File: src/rtl/rcas_acc_32bit.sv
// rcas_acc_32bit: handshaked accumulator built on a 32-bit ripple-carry
// adder/subtractor (rcas_32bit, included in this file).
// Commands: LOAD, ADD, SUB, CLEAR. Each command passes through IDLE -> EXEC -> RESP.
// Optional feature macro: RCAS_ACC_STICKY_EN builds the sticky overflow register.
// When the macro is not defined, ovf_sticky is tied to 0.

module rcas_32bit (
    input  logic [31:0] a,
    input  logic [31:0] b,
    input  logic        sel,
    input  logic        c_in,
    output logic [31:0] sum,
    output logic        c_out
);

    // Bit-serial ripple chain; sel inverts b so that sel=1 with c_in=1 gives a - b
    always_comb begin : ripple_chain
        logic carry_v;
        logic b_bit_v;
        carry_v = c_in;
        b_bit_v = 1'b0;
        sum     = 32'h0000_0000;
        for (int i = 0; i < 32; i++) begin
            b_bit_v = b[i] ^ sel;
            sum[i]  = a[i] ^ b_bit_v ^ carry_v;
            carry_v = (a[i] & b_bit_v) | (carry_v & (a[i] ^ b_bit_v));
        end
        c_out = carry_v;
    end

endmodule

module rcas_acc_32bit #(
    parameter logic [31:0] ACC_INIT = 32'h0000_0000
) (
    input  logic        clk,
    input  logic        rst_n,
    input  logic        in_valid,
    output logic        in_ready,
    input  logic [1:0]  op,
    input  logic [31:0] operand,
    output logic        out_valid,
    input  logic        out_ready,
    output logic [31:0] acc,
    output logic        c_out,
    output logic        ovf,
    output logic        zero,
    output logic        ovf_sticky
);

    localparam logic [1:0] OP_LOAD  = 2'b00;
    localparam logic [1:0] OP_ADD   = 2'b01;
    localparam logic [1:0] OP_SUB   = 2'b10;
    localparam logic [1:0] OP_CLEAR = 2'b11;

    typedef enum logic [1:0] {
        ST_IDLE = 2'b00,
        ST_EXEC = 2'b01,
        ST_RESP = 2'b10
    } state_t;

    state_t      state_r;
    logic [1:0]  op_r;
    logic [31:0] operand_r;
    logic [31:0] acc_r;
    logic        c_out_r;
    logic        ovf_r;
    logic        zero_r;
    logic        out_valid_r;

    logic        sub_s;
    logic [31:0] sum_s;
    logic        carry_s;
    logic [31:0] acc_next_s;
    logic        c_next_s;
    logic        ovf_next_s;

    // Signed overflow from operand and result sign bits. For subtraction, the
    // operands must differ in sign for the result to overflow.
    function automatic logic calc_ovf(input logic is_sub, input logic a_msb,
                                      input logic b_msb, input logic r_msb);
        logic res_v;
        if (is_sub) begin
            res_v = (a_msb != b_msb) && (r_msb != a_msb);
        end else begin
            res_v = (a_msb == b_msb) && (r_msb != a_msb);
        end
        return res_v;
    endfunction

    assign sub_s = (op_r == OP_SUB);

    rcas_32bit u_rcas (
        .a     (acc_r),
        .b     (operand_r),
        .sel   (sub_s),
        .c_in  (sub_s),
        .sum   (sum_s),
        .c_out (carry_s)
    );

    // Select the new accumulator value and flags for the latched command
    always_comb begin
        acc_next_s = acc_r;
        c_next_s   = 1'b0;
        ovf_next_s = 1'b0;
        case (op_r)
            OP_LOAD: begin
                acc_next_s = operand_r;
            end
            OP_ADD, OP_SUB: begin
                acc_next_s = sum_s;
                c_next_s   = carry_s;
                ovf_next_s = calc_ovf(sub_s, acc_r[31], operand_r[31], sum_s[31]);
            end
            OP_CLEAR: begin
                acc_next_s = 32'h0000_0000;
            end
            default: begin
                acc_next_s = acc_r;
            end
        endcase
    end

    // Control FSM: command latch, accumulator/flag update and response handshake
    always_ff @(posedge clk) begin
        if (!rst_n) begin
            state_r     <= ST_IDLE;
            op_r        <= OP_LOAD;
            operand_r   <= 32'h0000_0000;
            acc_r       <= ACC_INIT;
            c_out_r     <= 1'b0;
            ovf_r       <= 1'b0;
            zero_r      <= (ACC_INIT == 32'h0000_0000);
            out_valid_r <= 1'b0;
        end else begin
            case (state_r)
                ST_IDLE: begin
                    if (in_valid) begin
                        op_r      <= op;
                        operand_r <= operand;
                        state_r   <= ST_EXEC;
                    end else begin
                        state_r   <= ST_IDLE;
                    end
                end
                ST_EXEC: begin
                    acc_r       <= acc_next_s;
                    c_out_r     <= c_next_s;
                    ovf_r       <= ovf_next_s;
                    zero_r      <= (acc_next_s == 32'h0000_0000);
                    out_valid_r <= 1'b1;
                    state_r     <= ST_RESP;
                end
                ST_RESP: begin
                    if (out_ready) begin
                        out_valid_r <= 1'b0;
                        state_r     <= ST_IDLE;
                    end else begin
                        state_r     <= ST_RESP;
                    end
                end
                default: begin
                    out_valid_r <= 1'b0;
                    state_r     <= ST_IDLE;
                end
            endcase
        end
    end

`ifdef RCAS_ACC_STICKY_EN
    logic ovf_sticky_r;

    // Sticky overflow: set by any overflowing EXEC, cleared only by CLEAR or reset
    always_ff @(posedge clk) begin
        if (!rst_n) begin
            ovf_sticky_r <= 1'b0;
        end else if (state_r == ST_EXEC) begin
            if (op_r == OP_CLEAR) begin
                ovf_sticky_r <= 1'b0;
            end else begin
                ovf_sticky_r <= ovf_sticky_r | ovf_next_s;
            end
        end else begin
            ovf_sticky_r <= ovf_sticky_r;
        end
    end

    assign ovf_sticky = ovf_sticky_r;
`else
    assign ovf_sticky = 1'b0;
`endif

    // in_ready is forced low while reset is asserted
    assign in_ready  = (state_r == ST_IDLE) & rst_n;
    assign out_valid = out_valid_r;
    assign acc       = acc_r;
    assign c_out     = c_out_r;
    assign ovf       = ovf_r;
    assign zero      = zero_r;

endmodule

File: config.mk
export PLATFORM = sky130hd
export DESIGN_NAME = rcas_acc_32bit
export DESIGN_NICKNAME = d
export VERILOG_FILES = /design/src/rtl/rcas_acc_32bit.sv
export SDC_FILE = /design/constraint.sdc
export NUM_CORES = 1
export LEC_CHECK = 0
export BUFFER_PORTS_ARGS = -buffer_cell sky130_fd_sc_hd__buf_2
export CORE_ASPECT_RATIO = 1.2
export CORE_UTILIZATION = 50
export CTS_BUF_LIST = sky130_fd_sc_hd__clkbuf_2 sky130_fd_sc_hd__clkbuf_4 sky130_fd_sc_hd__clkbuf_8
export CTS_CLUSTER_DIAMETER = 60
export DETAILED_ROUTE_END_ITERATION = 10
export GPL_TIMING_DRIVEN = 0
export PLACE_DENSITY = 0.8
export SYNTH_ARGS = -nofsm -noshare
export SYNTH_HDL_FRONTEND = slang
export SYNTH_SLANG_ARGS = --single-unit
File: constraint.sdc
create_clock -name clk -period 14.45 [get_ports clk]
set_input_delay 4.335 -clock clk [delete_from_list [all_inputs] [get_ports clk]]
set_output_delay 4.335 -clock clk [all_outputs]
set_load 0.05 [all_outputs]
======== Yosys cells after proc, flatten, opt, wreduce, memory -nomap -nowiden ========
Cells that the tools add are included.
W data, S select, Z words.
word-level totals
  word-level logic and storage cells ...... 228
  input bits .............................. 38
  output and inout port bits .............. 38
  flip-flop bits (word level) ............. 72
operators by class
  multiplexer cells ....................... 9
  equality and inequality tests ........... 9
  reduce and logical (&&, ||, !) cells .... 8
  bitwise logic cells ..................... 194
operators by type and width
  kind                  number
  $pmux W32 S3          1
  $xor A1 B1 Y1         96
  $and A1 B1 Y1         65
  $logic_not A32 Y1     1
  $or A1 B1 Y1          32
  $eq A2 B2 Y1 const B  3
  $pmux W2 S3           1
  $mux W1               5
  $eq A2 B1 Y1 const B  2
  $logic_not A2 Y1      2
  $reduce_and A2 Y1     2
  $pmux W1 S3           1
  $logic_and A1 B1 Y1   2
  $mux W2               1
  $ne A1 B1 Y1          2
  $ne A2 B2 Y1 const B  1
  $reduce_or A2 Y1      1
  $eq A1 B1 Y1          1
  $not A1 Y1            1

======== Depth between registers and ports, before layout ========
  depth in word-level cells ............... 70
  mapped depth ............................ 44
  mapped depth without buffers ............ 42

======== By module ========
A second synthesis with hierarchy kept.
second synthesis, totals
  cells, all modules ...................... 487
  area, all modules ....................... 4574.4 sq um
modules (own cells, without submodules)
  module          times used  cells an instance  area an instance (sq um)  seq. area each (sq um)
  rcas_acc_32bit  1           359                3367.0                    1441.4
  rcas_32bit      1           128                1207.4                    0.0

======== Worst setup path before layout ========
No wires, ideal clock.
  path kind ............................... reg2reg
  start ................................... register op_r[0]
  end ..................................... register zero_r (netlist: zero)
  data required time ...................... 14.391 ns
  buffers on the path ..................... 2
  library setup time ...................... 0.059 ns
  arrival ................................. 13.064 ns
  period minus slack after synthesis ...... 13.123 ns
  stages on the path, launching flop included .. 45
  path slack .............................. 1.327 ns
  cells stage by stage .................... dfxtp_1 > inv_1 > ha_1 > buf_2 > buf_2 > xor2_1 > fa_1 > fa_1 > fa_1 > fa_1 > fa_1 > fa_1 > fa_1 > fa_1 > fa_1 > fa_1 > fa_1 > fa_1 > [... 9 more ...] > fa_1 > fa_1 > fa_1 > fa_1 > fa_1 > fa_1 > fa_1 > fa_1 > fa_1 > fa_1 > inv_1 > fa_1 > inv_1 > fa_1 > nor4_1 > nand3_1 > o211ai_1 > and3_1
on the way
  longest elaborated chain between the ends .. 68
  elaborated cells between the ends (all ways) .. 196
  those cells by class .................... eq/ne (3); mux (1); bitwise (189); reduce/logical (3)
RTL lines
  element                 RTL line  source
  from (decl)             63        logic [1:0] op_r;
  from (signal assigned)  140       op_r <= op;
  $eq A2 B2 Y1            91, 107
  $xor A1 B1 Y1           24        b_bit_v = b[i] ^ sel;
  $xor A1 B1 Y1           25, 26
  $and A1 B1 Y1           26        carry_v = (a[i] & b_bit_v) | (carry_v & (a[i] ^ b_bit_v));
  $or A1 B1 Y1            26
  $and A1 B1 Y1           26
  $or A1 B1 Y1            26
  $and A1 B1 Y1           26
  [... 52 more ...]       n/a
  $or A1 B1 Y1            26
  $and A1 B1 Y1           26
  $or A1 B1 Y1            26
  $and A1 B1 Y1           26
  $or A1 B1 Y1            26
  $xor A1 B1 Y1           25        sum[i] = a[i] ^ b_bit_v ^ carry_v;
  $pmux W32 S3 (*)        107       case (op_r)
  $logic_not A32 Y1 (*)   151       zero_r <= (acc_next_s == 32'h0000_0000);
  to (signal assigned)    134       zero_r <= (ACC_INIT == 32'h0000_0000);
  to (signal assigned)    151
  to (decl)               68        logic zero_r;
Mark *: on every way between the ends. The rest lies on a longest branch, timed or not.
A chain may end at the register's enable or synchronous reset.

======== Final worst setup path ========
Same ends and word-level chain as after synthesis.

==> qor.yml <==
outcome: "complete, no violations"
power_frac_clock: 0.287
pre_cts_slack_ns: 0.5064
cp.arrival_ns: 14.29
routed_wl_um: 10380
synth_seq_cells: 72
post_cts_buffers: 0
dieWidth_um: 82.83
grt_max_degree: 12
synth_ff_type: "dfxtp_1"
grtUsageTotal: 0.2662
crit_fanout: 10
dp_hpwl_um: 7800
grt-ovfl-total: 0
clock_skew_ns: 0.007086
crit_family: "adder cells"
maxCapViolations: 0
placed_area_sq_um: 4405
async_flop_share: 0
clk_pin_slew_ns: 0.07
gp_congestion: 0.9054
p_comb_frac: 0.278
dr.pass1.iters: 5
seqPwrFrac: 0.435
hold_path.class: "flip-flop to flip-flop"
slew_headroom: 0.6026
cp-start-kind: "flip-flop"
power_leakage_nw: 2.114
drt_iter0_markers: 247
cts_tree: "yes"
areaGrowthSynthToFinish_pct: 17.40
antenna_found_initial: 0
rows: 35
netlist_area_sq_um: 3920
fmax_mhz: 71.50
synth_top_area_frac: 0.3677
drv_slew: 0
drc: 0
synth_cell_types: 39
layout.nets: 590
drive_gt1_frac: 0.2271
yosys_warnings: 0
die_h_um: 99.00
num_io_pins: 76
ys_top_cells_by_area: "dfxtp_1 (37%), fa_1 (16%), nand2_1 (7.3%)"
grt_pass1_vias: 3551
synth_edf_count: 0
fin_setup_tns_ns: 0
netlist_top_cells_count: "nand2_1 (76), dfxtp_1 (72), a21oi_1 (38)"
viasPerCell: 5.768
cpMostUsedCell: "fa_1"
final_area_sq_um: 4602
diodes: 0
end_kind: "flip-flop"
yosysMostFrequentCell: "nand2_1"
wl_per_cell_um: 16.84
via_count: 3553
internal-power_mw: 0.3427
numCtsBuffers: 9
slowest_stage: "fa_1"
start_util: 0.5144
p_per_area_nw_per_um2: 114.9
rsz0062_at_grt: "false"
cts_root_buffer: "clkbuf_8"
post-synth-top-area-cell: "dfxtp_1"
worstSetupPathType: "flip-flop to flip-flop"
final_antenna_net_count: 0
crit_buf_inv: 7
ir_drop_v: 0.00006682
syn_nets: 505
ys_seq_area_frac: 0.3677
hold_viol_final: 0
netSwitchingFraction: 0.3516
period_needed_ns: 13.99
setup_slack_ns: 0.4641
insertion_delay_ns: 0.36
dieArea_sq_um: 8200
netlist_instances: 434
tightest_slew_ns: 0.5961
cts_buffer_depth: 2
cts_hold_buf: 0
cpPeakStageDelay_ns: 0.52
htree_levels: 3
final-setup-viol-count: 0
grt_pass1_wl_um: 17240
cp.required_ns: 14.75
synth.avg_cell_area_sq_um: 9.032
ctsResizeCount: 0
core_area_sq_um: 7620
min_period_over_period: 0.9679
cts_sinks: 72
switchingPower_mw: 0.1859
port_buffers: 74
## power groups by stage
stage               combinational (mW)  sequential (mW)  clock, mW
finish                           0.147            0.230      0.152
global route                     0.161            0.232      0.162
CTS                              0.145            0.229      0.153
detailed placement               0.144            0.234          0
global placement                 0.140            0.233          0
floorplan                       0.0809            0.255          0
## sequential cells by signal, indices dropped and copies added (netlist names)
name and cells:
acc 32, operand_r 32, op_r 2, state_r 2, c_out 1, out_valid 1, ovf 1, zero 1
## routing by layer
layer	vias to the layer above	wire length [um]	GRT usage	part of all wire
met1	1698	4292	0.3430	0.41
met5	-	0	0	0
met3	34	748	0.04941	0.072
met4	0	373	0.1432	0.036
met2	156	4961	0.4256	0.48
li1	1665	-	-	-
## final timing paths
kind | from | cells after the start | end | slack, ns
worst max register to register | op_r[0]$_SDFFE_PN0P_ | 44 | zero$_SDFFE_PN1P_ | 0.46
worst min register to register | op_r[0]$_SDFFE_PN0P_ | 2 | op_r[0]$_SDFFE_PN0P_ | 0.46
worst max-delay path | op_r[0]$_SDFFE_PN0P_ | 44 | zero$_SDFFE_PN1P_ | 0.46
worst min-delay path | op_r[0]$_SDFFE_PN0P_ | 2 | op_r[0]$_SDFFE_PN0P_ | 0.46
## cells by family after synthesis
| logic type | count (synthesis) | synth area share |
|---|---|---|
| flip-flops | 72 | 0.3677 |
| other | 1 | 0.0009566 |
| AO/OA/AOI/OAI | 86 | 0.1459 |
| multiplexers | 1 | 0.002872 |
| adder cells (fa/ha/maj) | 33 | 0.1647 |
| XOR/XNOR | 31 | 0.06927 |
| buffers and inverters | 43 | 0.05809 |
| AND/OR/NAND/NOR | 167 | 0.1906 |
## layout make-up
cell class / instances / area, sq um
timing repair buffer: 74 / 370.4
buffer: 33 / 192.7
clock buffer: 13 / 172.7
sequential: 72 / 1441
fill: 693 / 3018
tap: 92 / 115.1
clock inverter: 3 / 15.01
multi-input combinational: 319 / 2257
inverter: 10 / 37.54
## placed cells by master, fill, tap and decap left out, drive strengths merged
cell type,instances
o211a,1
o21ai,8
a211oi,5
and2,1
clkinv,4
nor4b,1
xor2,28
conb,1
ha,2
dfxtp,72
clkbuf,21
fa,31
o41ai,1
nand2,76
nor4,11
nor3b,1
nor2,35
and2b,1
nor4bb,1
nand3b,1
xnor2,3
buf,99
nor3,26
a22oi,2
nand4,2
nand2b,3
a221oi,25
mux2,1
o211ai,6
nor2b,2
a21oi,38
inv,9
nand3,4
and3,2
## worst min-delay path: stages, from the launching register on
cell and delay (ns):
dfxtp_1 0.31, nand2_1 0.05, a21oi_1 0.05
## stage by stage
| step | util | power, mW | cells | hold WS (ns) |
|---|---|---|---|---|
| global placement | 0.5782 | 0.3731 | 600 | 0.4471 |
| CTS | 0.6028 | 0.5267 | 616 | 0.4695 |
| global route | 0.6039 | 0.5546 | 616 | 0.4941 |
| detailed placement | 0.5782 | 0.3775 | 600 | 0.4591 |
| finish | 0.6039 | 0.5285 | 616 | 0.4639 |
| floorplan | - | 0.3363 | 434 | 0.4363 |
(Power assumes the default switching activity.)
